--- config.mk ---
export PLATFORM = sky130hd
export DESIGN_NAME = mult_div_unit
export DESIGN_NICKNAME = d
export VERILOG_FILES = /design/src/rtl/mult_div_unit.sv
export SDC_FILE = /design/constraint.sdc
export NUM_CORES = 1
export LEC_CHECK = 0
export BUFFER_PORTS_ARGS = -buffer_cell sky130_fd_sc_hd__buf_2
export CORE_AREA = 2 2 141 143
export CTS_CLUSTER_SIZE = 28
export DETAILED_ROUTE_END_ITERATION = 8
export DIE_AREA = 0 0 143 145
export PLACE_DENSITY = 0.76
export SLEW_MARGIN = 20
export SYNTH_ARGS = -nofsm -noshare
export SYNTH_HDL_FRONTEND = slang
export SYNTH_SLANG_ARGS = --single-unit
--- constraint.sdc ---
create_clock -name clk -period 4.37 [get_ports clk]
set_input_delay 1.0925 -clock clk [delete_from_list [all_inputs] [get_ports clk]]
set_output_delay 1.0925 -clock clk [all_outputs]
set_load 0.01 [all_outputs]
--- src/rtl/mult_div_unit.sv ---
// mult_div_unit: iterative HI/LO multiply/divide unit.
// One iteration per cycle, 32 iterations. The cycle after the last iteration
// applies the sign fixup and writes HI/LO. Synchronous active-high reset.
// Optional feature macro: MDU_DIV_EN adds the restoring divide datapath
// (ops 10/11). Without it, a start with op[1]=1 is not accepted.
//
// state  | meaning
// -------+-----------------------------------------------------------------
// S_IDLE | waiting for start; mthi/mtlo moves are accepted here only
// S_RUN  | 32 iterations, then sign fixup and HI/LO write
// S_DONE | done pulse cycle, still busy; returns to S_IDLE
module mult_div_unit #(
  parameter int WIDTH = 32
) (
  input  logic             clk,
  input  logic             reset,
  input  logic             start,
  input  logic [1:0]       op,
  input  logic [WIDTH-1:0] read_data_1,
  input  logic [WIDTH-1:0] read_data_2,
  input  logic             mthi,
  input  logic             mtlo,
  output logic             busy,
  output logic             done,
  output logic [WIDTH-1:0] hi,
  output logic [WIDTH-1:0] lo
);

  localparam int            CW   = $clog2(WIDTH) + 1;
  localparam logic [CW-1:0] LAST = CW'(WIDTH);

  typedef enum logic [1:0] {S_IDLE, S_RUN, S_DONE} state_t;

  state_t             state_q, state_d;
  logic               busy_q, busy_d;
  logic               done_q, done_d;
  logic [WIDTH-1:0]   hi_q, hi_d;
  logic [WIDTH-1:0]   lo_q, lo_d;
  logic [CW-1:0]      cnt_q, cnt_d;
  // Multiply: {partial sum, multiplier}. Divide: {remainder, dividend/quotient}.
  logic [2*WIDTH-1:0] acc_q, acc_d;
  // Multiplicand magnitude for multiply, divisor magnitude for divide.
  logic [WIDTH-1:0]   opnd_q, opnd_d;
  logic               neg_a_q, neg_a_d;
  logic               neg_b_q, neg_b_d;

  logic               start_ok;
  logic               sign_a, sign_b;
  logic [WIDTH-1:0]   mag_a, mag_b;
  logic [WIDTH:0]     mul_sum;
  logic [2*WIDTH-1:0] mul_res;
`ifdef MDU_DIV_EN
  logic               div_q, div_d;
  logic [WIDTH-1:0]   a_q, a_d;
  logic [WIDTH:0]     div_diff;
  logic [WIDTH-1:0]   quo, rem;
`endif

  assign busy = busy_q;
  assign done = done_q;
  assign hi   = hi_q;
  assign lo   = lo_q;

  // Operand sign/magnitude conditioning for signed ops (op[0]=0) and start qualification.
  always_comb begin
    sign_a = ~op[0] & read_data_1[WIDTH-1];
    sign_b = ~op[0] & read_data_2[WIDTH-1];
    mag_a  = sign_a ? -read_data_1 : read_data_1;
    mag_b  = sign_b ? -read_data_2 : read_data_2;
`ifdef MDU_DIV_EN
    start_ok = start;
`else
    start_ok = start & ~op[1];
`endif
  end

  // Per-iteration arithmetic and final sign fixup of the accumulator.
  always_comb begin
    mul_sum = {1'b0, acc_q[2*WIDTH-1:WIDTH]} + (acc_q[0] ? {1'b0, opnd_q} : '0);
    mul_res = (neg_a_q ^ neg_b_q) ? -acc_q : acc_q;
`ifdef MDU_DIV_EN
    // Trial subtract of the divisor from {remainder, next dividend bit}.
    div_diff = acc_q[2*WIDTH-1:WIDTH-1] - {1'b0, opnd_q};
    quo      = (neg_a_q ^ neg_b_q) ? -acc_q[WIDTH-1:0] : acc_q[WIDTH-1:0];
    rem      = neg_a_q ? -acc_q[2*WIDTH-1:WIDTH] : acc_q[2*WIDTH-1:WIDTH];
`endif
  end

  // Next-state and next-output computation for the control FSM and datapath.
  always_comb begin
    state_d = state_q;
    busy_d  = busy_q;
    done_d  = 1'b0;
    hi_d    = hi_q;
    lo_d    = lo_q;
    cnt_d   = cnt_q;
    acc_d   = acc_q;
    opnd_d  = opnd_q;
    neg_a_d = neg_a_q;
    neg_b_d = neg_b_q;
`ifdef MDU_DIV_EN
    div_d   = div_q;
    a_d     = a_q;
`endif
    case (state_q)
      S_IDLE: begin
        busy_d = 1'b0;
        if (start_ok) begin
          state_d = S_RUN;
          busy_d  = 1'b1;
          cnt_d   = '0;
          neg_a_d = sign_a;
          neg_b_d = sign_b;
          acc_d   = {{WIDTH{1'b0}}, mag_b};
          opnd_d  = mag_a;
`ifdef MDU_DIV_EN
          div_d   = op[1];
          a_d     = read_data_1;
          if (op[1]) begin
            acc_d  = {{WIDTH{1'b0}}, mag_a};
            opnd_d = mag_b;
          end
`endif
        end else begin
          if (mthi) hi_d = read_data_1;
          if (mtlo) lo_d = read_data_1;
        end
      end
      S_RUN: begin
        if (cnt_q == LAST) begin
          state_d      = S_DONE;
          done_d       = 1'b1;
          {hi_d, lo_d} = mul_res;
`ifdef MDU_DIV_EN
          if (div_q) begin
            if (opnd_q == '0) begin
              hi_d = a_q;
              lo_d = '1;
            end else begin
              hi_d = rem;
              lo_d = quo;
            end
          end
`endif
        end else begin
          cnt_d = cnt_q + CW'(1);
          acc_d = {mul_sum, acc_q[WIDTH-1:1]};
`ifdef MDU_DIV_EN
          if (div_q) begin
            acc_d = div_diff[WIDTH] ? {acc_q[2*WIDTH-2:0], 1'b0}
                                    : {div_diff[WIDTH-1:0], acc_q[WIDTH-2:0], 1'b1};
          end
`endif
        end
      end
      S_DONE: begin
        state_d = S_IDLE;
        busy_d  = 1'b0;
      end
      default: begin
        state_d = S_IDLE;
        busy_d  = 1'b0;
      end
    endcase
  end

  // State registers; reset aborts any operation without writing a result.
  always_ff @(posedge clk) begin
    if (reset) begin
      state_q <= S_IDLE;
      busy_q  <= 1'b0;
      done_q  <= 1'b0;
      hi_q    <= '0;
      lo_q    <= '0;
      cnt_q   <= '0;
      acc_q   <= '0;
      opnd_q  <= '0;
      neg_a_q <= 1'b0;
      neg_b_q <= 1'b0;
`ifdef MDU_DIV_EN
      div_q   <= 1'b0;
      a_q     <= '0;
`endif
    end else begin
      state_q <= state_d;
      busy_q  <= busy_d;
      done_q  <= done_d;
      hi_q    <= hi_d;
      lo_q    <= lo_d;
      cnt_q   <= cnt_d;
      acc_q   <= acc_d;
      opnd_q  <= opnd_d;
      neg_a_q <= neg_a_d;
      neg_b_q <= neg_b_d;
`ifdef MDU_DIV_EN
      div_q   <= div_d;
      a_q     <= a_d;
`endif
    end
  end

endmodule

# ---- Word-level counts from Yosys, hierarchy flattened
# Index checks and enable logic that the tools add are counted.
dict set report classes {
  addsub 5
  n_eq_ne 8
  n_mux 24
  bitwise 7
  n_reduce_logical 8
}
# op count
set op_table {}
lappend op_table {{two-way mux 32 bit} 9}
lappend op_table {{two-way mux 64 bit} 3}
lappend op_table {{one-hot mux 32 bit (2 select lines)} 2}
lappend op_table {{one-hot mux 64 bit (2 select lines)} 1}
lappend op_table {{negator 32 bit} 2}
lappend op_table {{negator 64 bit} 1}
lappend op_table {{adder 32 x 32 -> 33 bit} 1}
lappend op_table {{two-way mux 6 bit} 2}
lappend op_table {{inequality test 2 bit (second input constant)} 6}
lappend op_table {{one-hot mux 6 bit (2 select lines)} 1}
lappend op_table {{AND reduction 4 bit} 2}
lappend op_table {{adder 6 x 1 -> 6 bit (second input constant)} 1}
lappend op_table {{== test 6 bit (second input constant)} 1}
lappend op_table {{two-way mux 2 bit} 2}
lappend op_table {{one-hot mux 2 bit (2 select lines)} 1}
lappend op_table {{AND reduction 2 bit} 2}
lappend op_table {{AND 1 bit} 3}
lappend op_table {{NOT 1 bit} 3}
lappend op_table {{AND reduction 3 bit} 1}
lappend op_table {{== test 2 x 1 -> 1 bit (second input constant)} 1}
lappend op_table {{logical NOT 2 bit} 1}
lappend op_table {{two-way mux 1 bit} 2}
lappend op_table {{one-hot mux 1 bit (2 select lines)} 1}
lappend op_table {{nonzero test 2 bit} 1}
lappend op_table {{2 further kinds} 2}
dict set report word_totals {
  reg_bits 172
  input_bits 71
  out_inout_bits 66
  wordCells 62
}

# ---- Longest topological paths before layout
# Gate-level depths: netlist of the first run.
dict set report depth {
  ltp_word 5
  mapped_depth 13
  mapped_depth_nobuf 12
}

# ---- Worst setup path before layout of the first run
# OpenSTA, ideal clock, no wires.
dict set report synth_path {
  path_kind {input port to flip-flop}
  start {in read_data_1[10]}
  end {reg opnd_q[21]}
  setup_time_ns 0.086
  t_arrival_ns 3.480
  required_ns 4.284
  path_slack_ns 0.805
  cell_stages 8
  n_path_buf 1
  cell_sequence {or4_4 -> or4b_4 -> or3_4 -> or3_1 -> buf_2 -> o41ai_2 -> xor2_1 -> a211oi_1}
}
dict set report synth_via {
  elab_chain_cells 2
}
# item line
set synth_rtl {}
lappend synth_rtl {{start, declared} 19} ;# input logic [WIDTH-1:0] read_data_1,
lappend synth_rtl {{negator 32 bit} 68} ;# mag_a = sign_a ? -read_data_1 : read_data_1;
lappend synth_rtl {{two-way mux 32 bit} 68}
lappend synth_rtl {{end signal, assigned} 192} ;# opnd_q <= opnd_d;
lappend synth_rtl {{end, declared} 43} ;# logic [WIDTH-1:0] opnd_q, opnd_d;
# No other way between the ends.
# A chain may end at the register's enable or synchronous reset.

# ---- Final worst setup path of the first run
dict set report layout_path {
  start {reg acc_q[2]}
  end {reg hi_q[15] (netlist: hi[15])}
}
dict set report layout_via {
  elab_chain_cells 4
}
# item line
set layout_rtl {}
lappend layout_rtl {{start, declared} 41} ;# logic [2*WIDTH-1:0] acc_q, acc_d;
lappend layout_rtl {{start signal, assigned} 176} ;# acc_q <= '0;
lappend layout_rtl {{start signal, assigned} 191} ;# acc_q <= acc_d;
lappend layout_rtl {{negator 64 bit} 80} ;# mul_res = (neg_a_q ^ neg_b_q) ? -acc_q : acc_q;
lappend layout_rtl {{two-way mux 64 bit} 80}
lappend layout_rtl {{two-way mux 32 bit} 130} ;# if (cnt_q == LAST) begin
lappend layout_rtl {{one-hot mux 32 bit (2 select lines)} 105} ;# case (state_q)
lappend layout_rtl {{end signal, assigned} 188} ;# hi_q <= hi_d;
lappend layout_rtl {{end, declared} 37} ;# logic [WIDTH-1:0] hi_q, hi_d;
# No other way between the ends. The select of a mux whose other input is x is not followed.

==> results of run 1 <==
[worst max-delay path, cell delays in order, from the launching register on]
cell and delay [ns]:
dfxtp_1 0.41, nor4_1 0.61, nand4_1 0.52, nor3_2 0.62, o2111a_1 0.42, nor2_1 0.08, xnor2_1 0.18, a2111oi_0 0.52
a21o_1 0.12
[where the power goes]
part	total [µW]	switching (µW)	internal, µW
combinational	846	562	284
sequential	1740	81.3	1660
clock	1550	769	776
total	4130	1410	2720
[synthesized netlist by cell type (14+ instances only)]
master	number
clkbuf_1	93
nand2b_1	15
xor2_1	70
nor2_1	157
or3_1	22
a21oi_1	151
nand4_1	15
nand2_1	124
dfxtp_1	172
and2_1	40
nand3_1	25
a221oi_1	16
xnor2_1	70
a211oi_1	45
a21o_1	21
a22o_1	16
inv_1	32
nor4_1	14
nor3_1	32
o31ai_1	19
ha_1	37
a22oi_1	22
a31oi_1	26
o21ai_0	83
[cell families (layout without fill, tap and decap cells)]
kind of cell               Yosys count  in the layout  synth area share (%)
AOI/OAI and AO/OA                  478            478                  27.6
xor gates and xnor gates           140            140                  11.0
adders and majority gates           38             38                  4.33
buffers and inverters              134            224                  4.53
DFF                                172            172                  30.9
muxes                                3              3                 0.281
other                                0              2                     0
and+or+nand+nor                    490            490                  21.4
[routing by layer]
| metal | wire length, µm | track usage (%) | share of wire, % | vias to the layer above |
|---|---|---|---|---|
| met2 | 16800 | 54.8 | 46 | 558 |
| met5 | 0 | 0 | 0 | - |
| met3 | 3170 | 5.64 | 8.6 | 125 |
| met1 | 14600 | 45.8 | 40 | 5353 |
| met4 | 2210 | 20.8 | 6.0 | 0 |
| li1 | - | - | - | 5448 |
[metrics by stage]
stage | setup slack (ns) | instance area, µm²
floorplan | 0.805 | 11200
detailed placement | 0.530 | 12000
CTS | 0.922 | 12600
global placement | 0.566 | 12000
finish | 0.811 | 12600
global route | 0.528 | 12600
[state kept, by name, indices dropped and copies added (netlist names), 2 cells and up]
register / cells
cnt_q: 6
hi: 32
state_q: 2
opnd_q: 32
lo: 32
acc_q: 64
[area by class of cell]
type                       instances  area share (%)
antenna                            2          0.0396
multi-input combinational       1149            57.4
tap                              265            2.63
clock inverter                    15            1.34
sequential                       172            27.3
timing repair buffer             160            7.04
clock buffer                      17            3.37
inverter                          32           0.951
[worst max-delay path by stage]
stage	slack, ns	depth (start not counted)	start	end
after floorplan	0.80	8	read_data_1[10]	opnd_q[21]
after global placement	0.57	8	read_data_1[10]	opnd_q[21]
after detailed placement	0.53	8	read_data_1[10]	opnd_q[21]
after CTS	0.92	8	acc_q[2]	hi[15]
after global routing	0.53	8	acc_q[2]	hi[15]
final	0.81	8	acc_q[2]	hi[15]
==> summary.md, run 1 <==
| Metric | Value |
|---|---|
| Clock Latency Late Sink | 0.45 ns |
| Number of port buffers | 136 |
| Post-CTS Resized | 0 |
| Slew @ Worst Pin | 1.04 ns |
| Layout Cells excl Fill | 1812 |
| Final layout net count | 1641 |
| Commonest non-fill, non-tap cell in the layout | dfxtp_1 |
| Synth area leaders | dfxtp_1 (31%), a21oi_1 (6.8%), xnor2_1 (5.5%) |
| Post-synth EDFFs | 0 |
| Hold Crit Class | reg2reg |
| Slew Limit Fails | 0 |
| Root buffer cell | clkbuf_16 |
| Initial Utilization | 58.1% |
| Syn_nets | 1564 |
| Relative slew slack | 30.2% |
| Largest area contributor in the netlist | dfxtp_1 |
| Syn_area_per_cell | 7.66 µm² |
| Synth cell types | 69 |
| Core Area | 19200 µm² |
| Setup CP Type | reg2reg |
| Final Util | 65.7% |
| Postcts setup bufs | 0 |
| Die Wd | 143 µm |
| Hold Buf Count CTS | 0 |
| Vias in the first global route | 10.5k |
| DRC errors left | 0 |
| Reg-to-Reg Start | acc_q[2] |
| DR vias | 11.5k |
| CTS tree | done |
| Area Overhead vs Synth | 13.2% |
| Most used flip-flop cell after synthesis | dfxtp_1 |
| Pwr Total | 4130 µW |
| # placed instances | 1778 |
| Reg2Reg Depth | 8 |
| Largest net degree at the start of global routing | 85 |
| Lkg Pwr | 0.00510 µW |
| DPL Wire Length | 27500 µm |
| Sum Neg Setup Slack | 0 ns |
| Grt ovf | 0 |
| VDD IR max | 305 µV |
| IO Pins | 137 |
| Mapped cell area | 11200 µm² |
| Yosys warns | 0 |
| Setup crit end kind | flip-flop |
| Global-route wire length before repair | 57200 µm |
| Final setup viols | 0 |
| Commonest non-fill, non-tap cells in the layout | dfxtp_1 (172), nor2_1 (155), a21oi_1 (151), buf_2 (135), nand2_1 (124) |
| FP Rows | 51 |
| Tcrit/Tclk final | 81.4% |
| Startpoint types | flip-flop |
| Number of DRC markers in iteration 0 | 1166 |
| Die Area | 20700 µm² |
| Final Hold Fails | 0 |
| Fmax | 281 MHz |
| Pwr/cell area | 327 nW/µm² |
| Vias/cell | 6.34 |
| Post-synthesis sequential area ratio | 30.9% |
| CTS sink cnt | 172 |
| CTS H-tree depth | 4 |
| Worst EP required | 4.76 ns |
| Sequential cell area | 3440 µm² |
| Worst Path Max Fanout | 9 |
| R2r setup slk | 0.81 ns |
| Critical Path AT | 3.95 ns |
| Initial antenna violation count | 2 |
| Post-route ant nets | 0 |
| Chip Height | 145 µm |
| Gr usage total | 35.2% |
| Post-route minimum period | 3.56 ns |
| Status | finished, final reports clean |
| RSZ-0062 raised after global routing | false |
| Synth top area share | 30.9% |
| Routed wire length | 36700 µm |
| DR pass1 iterations | 5 |
| Worst-path clk slew | 0.08 ns |
| Asr flop ratio synth | 0% |
| #FFs+latches synth | 172 |
| Final Wtd Congestion | 1.01 |
| Multi-input gate area | 7240 µm² |
| Cell depth of the worst min-delay path | 2 |
| Fillers | 1718 |
| DR WL/cell | 20.3 µm |
| Skew final | 0.0146 ns |
| Hold path start | lo[26] |
| Layout cells sized above 1 | 14.1% |
| Hold path endpoint | lo[26] |
| CTS Buffer Depth | 2 |
| Synthesized instance count | 1455 |
| Worst r2r dst | hi[15] |
| Hold slack | 0.439 ns |
| TritonCTS buffer count | 17 |
| Max-cap violation count | 0 |
Power figures use the tool's default switching activity.
==> run 2: changes to the inputs <==
--- a/config.mk
+++ b/config.mk
@@ -5,12 +5,13 @@
 export SDC_FILE = /design/constraint.sdc
 export NUM_CORES = 1
 export LEC_CHECK = 0
+export ABC_AREA = 1
 export BUFFER_PORTS_ARGS = -buffer_cell sky130_fd_sc_hd__buf_2
-export CORE_AREA = 2 2 141 143
+export CORE_AREA = 2 2 160 162
 export CTS_CLUSTER_SIZE = 28
 export DETAILED_ROUTE_END_ITERATION = 8
-export DIE_AREA = 0 0 143 145
-export PLACE_DENSITY = 0.76
+export DIE_AREA = 0 0 162 164
+export PLACE_DENSITY = 0.73
 export SLEW_MARGIN = 20
 export SYNTH_ARGS = -nofsm -noshare
 export SYNTH_HDL_FRONTEND = slang
==> constraint.sdc (replaced) <==
create_clock -name clk -period 2.99 [get_ports clk]
set_input_delay 0.7475 -clock clk [delete_from_list [all_inputs] [get_ports clk]]
set_output_delay 0.7475 -clock clk [all_outputs]
set_load 0.01 [all_outputs]
==> run 2 against run 1 <==
  * Non-clock buffer count up 4
  * Power is 56% higher
  * Design area up 19%
  * Core utilization fell by 5.0 points
  * Synthesized cell count is 66% higher
  * Via count increased by 39%
  * Largest power group unchanged
  * Highest routed layer unchanged
==> summary.md, run 2 <==
| Metric | Value |
|---|---|
| FP Rows | 58 (+14%) |
| Clock Latency Late Sink | 0.44 ns (about the same) |
| Vias in the first global route | 14.3k (+36%) |
| CTS sink cnt | 172 (unchanged) |
| Fmax | 382 MHz (+36%) |
| Post-synthesis sequential area ratio | 25.6% (-5.3 points) |
| Commonest non-fill, non-tap cells in the layout | nand2_1 (715), inv_1 (368), nor2_1 (338), nand3_1 (227), dfxtp_1 (172) |
| Critical Path AT | 2.92 ns (-1.03 ns) |
| Slew Limit Fails | 0 (unchanged) |
| Hold Crit Class | reg2reg |
| Number of port buffers | 136 (unchanged) |
| Largest register FFs | 64 (unchanged) |
| Number of DRC markers in iteration 0 | 2193 (+88%) |
| Startpoint types | flip-flop |
| Final Wtd Congestion | 0.979 (-3.0%) |
| Setup crit end kind | flip-flop |
| Setup CP Type | reg2reg |
| Asr flop ratio synth | 0% (unchanged) |
| Final setup viols | 0 (unchanged) |
| RSZ-0062 raised after global routing | false |
| Largest area contributor in the netlist | dfxtp_1 |
| Die Area | 26600 µm² (+28%) |
| Worst Path Max Fanout | 22 (+13) |
| Final Hold Fails | 0 (unchanged) |
| Synth cell types | 40 (-42%) |
| Lkg Pwr | 0.00806 µW (+58%) |
| TritonCTS buffer count | 17 (unchanged) |
| Psw | 2400 µW (+70%) |
| Vias/cell | 5.58 (-12%) |
| IO Pins | 137 (unchanged) |
| Root buffer cell | clkbuf_16 |
| Initial antenna violation count | 1 (-1) |
| Post-synth EDFFs | 0 (unchanged) |
| DRC errors left | 0 (unchanged) |
| VDD IR max | 342 µV (+12%) |
| Largest Register | acc_q |
| Die Wd | 162 µm (+13%) |
| Initial Utilization | 54.2% (-3.8 points) |
| Largest net degree at the start of global routing | 79 (-7.1%) |
| Sum Neg Setup Slack | 0 ns (unchanged) |
| Post-route minimum period | 2.62 ns (-0.938 ns) |
| Grt ovf | 0 (unchanged) |
| Layout cells sized above 1 | 8.90% (-5.2 points) |
| Slew @ Worst Pin | 0.863 ns (-0.179 ns) |
| DPL Wire Length | 40100 µm (+46%) |
| Post-CTS Resized | 0 (unchanged) |
| DR pass1 iterations | 6 (+1) |
| Combinational share of power | 24.3% (+3.8 points) |
| Hold Buf Count CTS | 0 (unchanged) |
| DR WL/cell | 17.9 µm (-12%) |
| Synth area leaders | dfxtp_1 (26%), nand2_1 (20%), inv_1 (10%) |
| DR vias | 15.9k (+39%) |
| Yosys warns | 0 (unchanged) |
| Global-route wire length before repair | 79000 µm (+38%) |
| Final layout net count | 2624 (+60%) |
| Pwr/cell area | 428 nW/µm² (+31%) |
| Worst-path clk slew | 0.08 ns (about the same) |
| Syn_nets | 2522 (+61%) |
| #FFs+latches synth | 172 (unchanged) |
| Synthesized instance count | 2413 (+66%) |
| CTS Buffer Depth | 2 (unchanged) |
| Clock power frac | 35.8% (-1.6 points) |
| CTS tree | done |
| Switch share | 37.1% (+2.9 points) |
| Tcrit/Tclk final | 87.7% (+6.2 points) |
| Commonest cells post-synth | nand2_1 (715), inv_1 (368), nor2_1 (338) |
| Area Overhead vs Synth | 12.0% |
| Relative slew slack | 42.3% (+12 points) |
| Mapped cell area | 13500 µm² (+21%) |
| Syn_area_per_cell | 5.58 µm² (-27%) |
| Gr usage total | 38.3% (+3.0 points) |
| Status | finished, final reports clean |
| Cell Int Power | 4060 µW (+49%) |
| Worst EP required | 3.29 ns (-1.47 ns) |
| Routed wire length | 51100 µm (+39%) |
| CTS H-tree depth | 4 (unchanged) |
| Chip Height | 164 µm (+13%) |
| Most used flip-flop cell after synthesis | dfxtp_1 |
| Commonest non-fill, non-tap cell in the layout | nand2_1 |
| Core Area | 24800 µm² (+29%) |
| Most frequent cell after synthesis | nand2_1 |
| Flop pwr share | 39.9% (-2.2 points) |
| Hold slack | 0.474 ns (+0.0357 ns) |
| Max-cap violation count | 0 (unchanged) |
| Skew final | 0.0186 ns (+0.00396 ns) |
| Postcts setup bufs | 0 (unchanged) |
| Post-route ant nets | 0 (unchanged) |
| Synth top area share | 25.6% (-5.3 points) |
## run 2: power by group through the flow
stage / registers [µW] / logic (µW) / clock network [µW]
after global placement: 2620 / 1500 / 0
after detailed placement: 2620 / 1520 / 0
after CTS: 2570 / 1530 / 2310
after floorplan: 2620 / 958 / 0
final: 2580 / 1570 / 2310
after global routing: 2590 / 1730 / 2400
## run 2: final timing paths
| check | from | endpoint | slack (ns) | depth (start not counted) |
|---|---|---|---|---|
| min reg2reg | opnd_q[31] | opnd_q[31] | 0.47 | 2 |
| min | opnd_q[31] | opnd_q[31] | 0.47 | 2 |
| max reg2reg | acc_q[0] | acc_q[54] | 0.37 | 14 |
| max | acc_q[0] | acc_q[54] | 0.37 | 14 |
## run 2: metal layers
layer	track usage, %	wire [µm]
met1	54.0	21500
met2	59.2	22000
met3	6.29	5730
met4	13.3	1810
met5	0	0
## run 2: cell type report
type,instances,area (µm²)
Multi-Input combinational cell,1786,8280
Antenna cell,1,2.50
Inverter,374,1410
Timing Repair Buffer,164,941
Fill cell,2575,9740
Sequential cell,172,3440
Tap cell,330,413
Clock buffer,18,429
Clock inverter,14,168
## run 2: stage by stage
step | cells | instance area (µm²) | utilization [%] | worst slack, ns | power, µW
6_report | 2859 | 15100 | 60.8 | 0.369 | 6460
5_1_grt | 2858 | 15100 | 60.8 | 0.238 | 6710
4_1_cts | 2858 | 15100 | 60.8 | 0.479 | 6410
3_5_place_dp | 2826 | 14500 | 58.3 | 0.332 | 4140
3_3_place_gp | 2826 | 14500 | 58.3 | 0.389 | 4120
2_1_floorplan | 2413 | 13500 | - | 0.818 | 3580
## run 2: logic make-up (layout without fill, tap and decap cells)
group           after synthesis  after routing  share of synthesized area [%]
flops                       172            172                           25.6
xor+xnor                     25             25                           1.63
compound gates              357            357                           14.4
fa+ha+maj                    38             38                           3.59
other cells                   0              1                              0
simple gates               1366           1366                           41.8
buf+inv                     455            570                           13.1
## run 2: worst max-delay path: stages, from the launching register on
cell and delay (ns):
dfxtp_1 0.35, buf_4 0.23, nand2_1 0.12, inv_1 0.05, ha_1 0.35, nand2_1 0.12
nor2_1 0.37, and2_1 0.19, nand2_1 0.05, nand2_1 0.24, nand2_1 0.15, nand2_1 0.08
nand2_1 0.04, nand3_1 0.07, a21oi_1 0.07
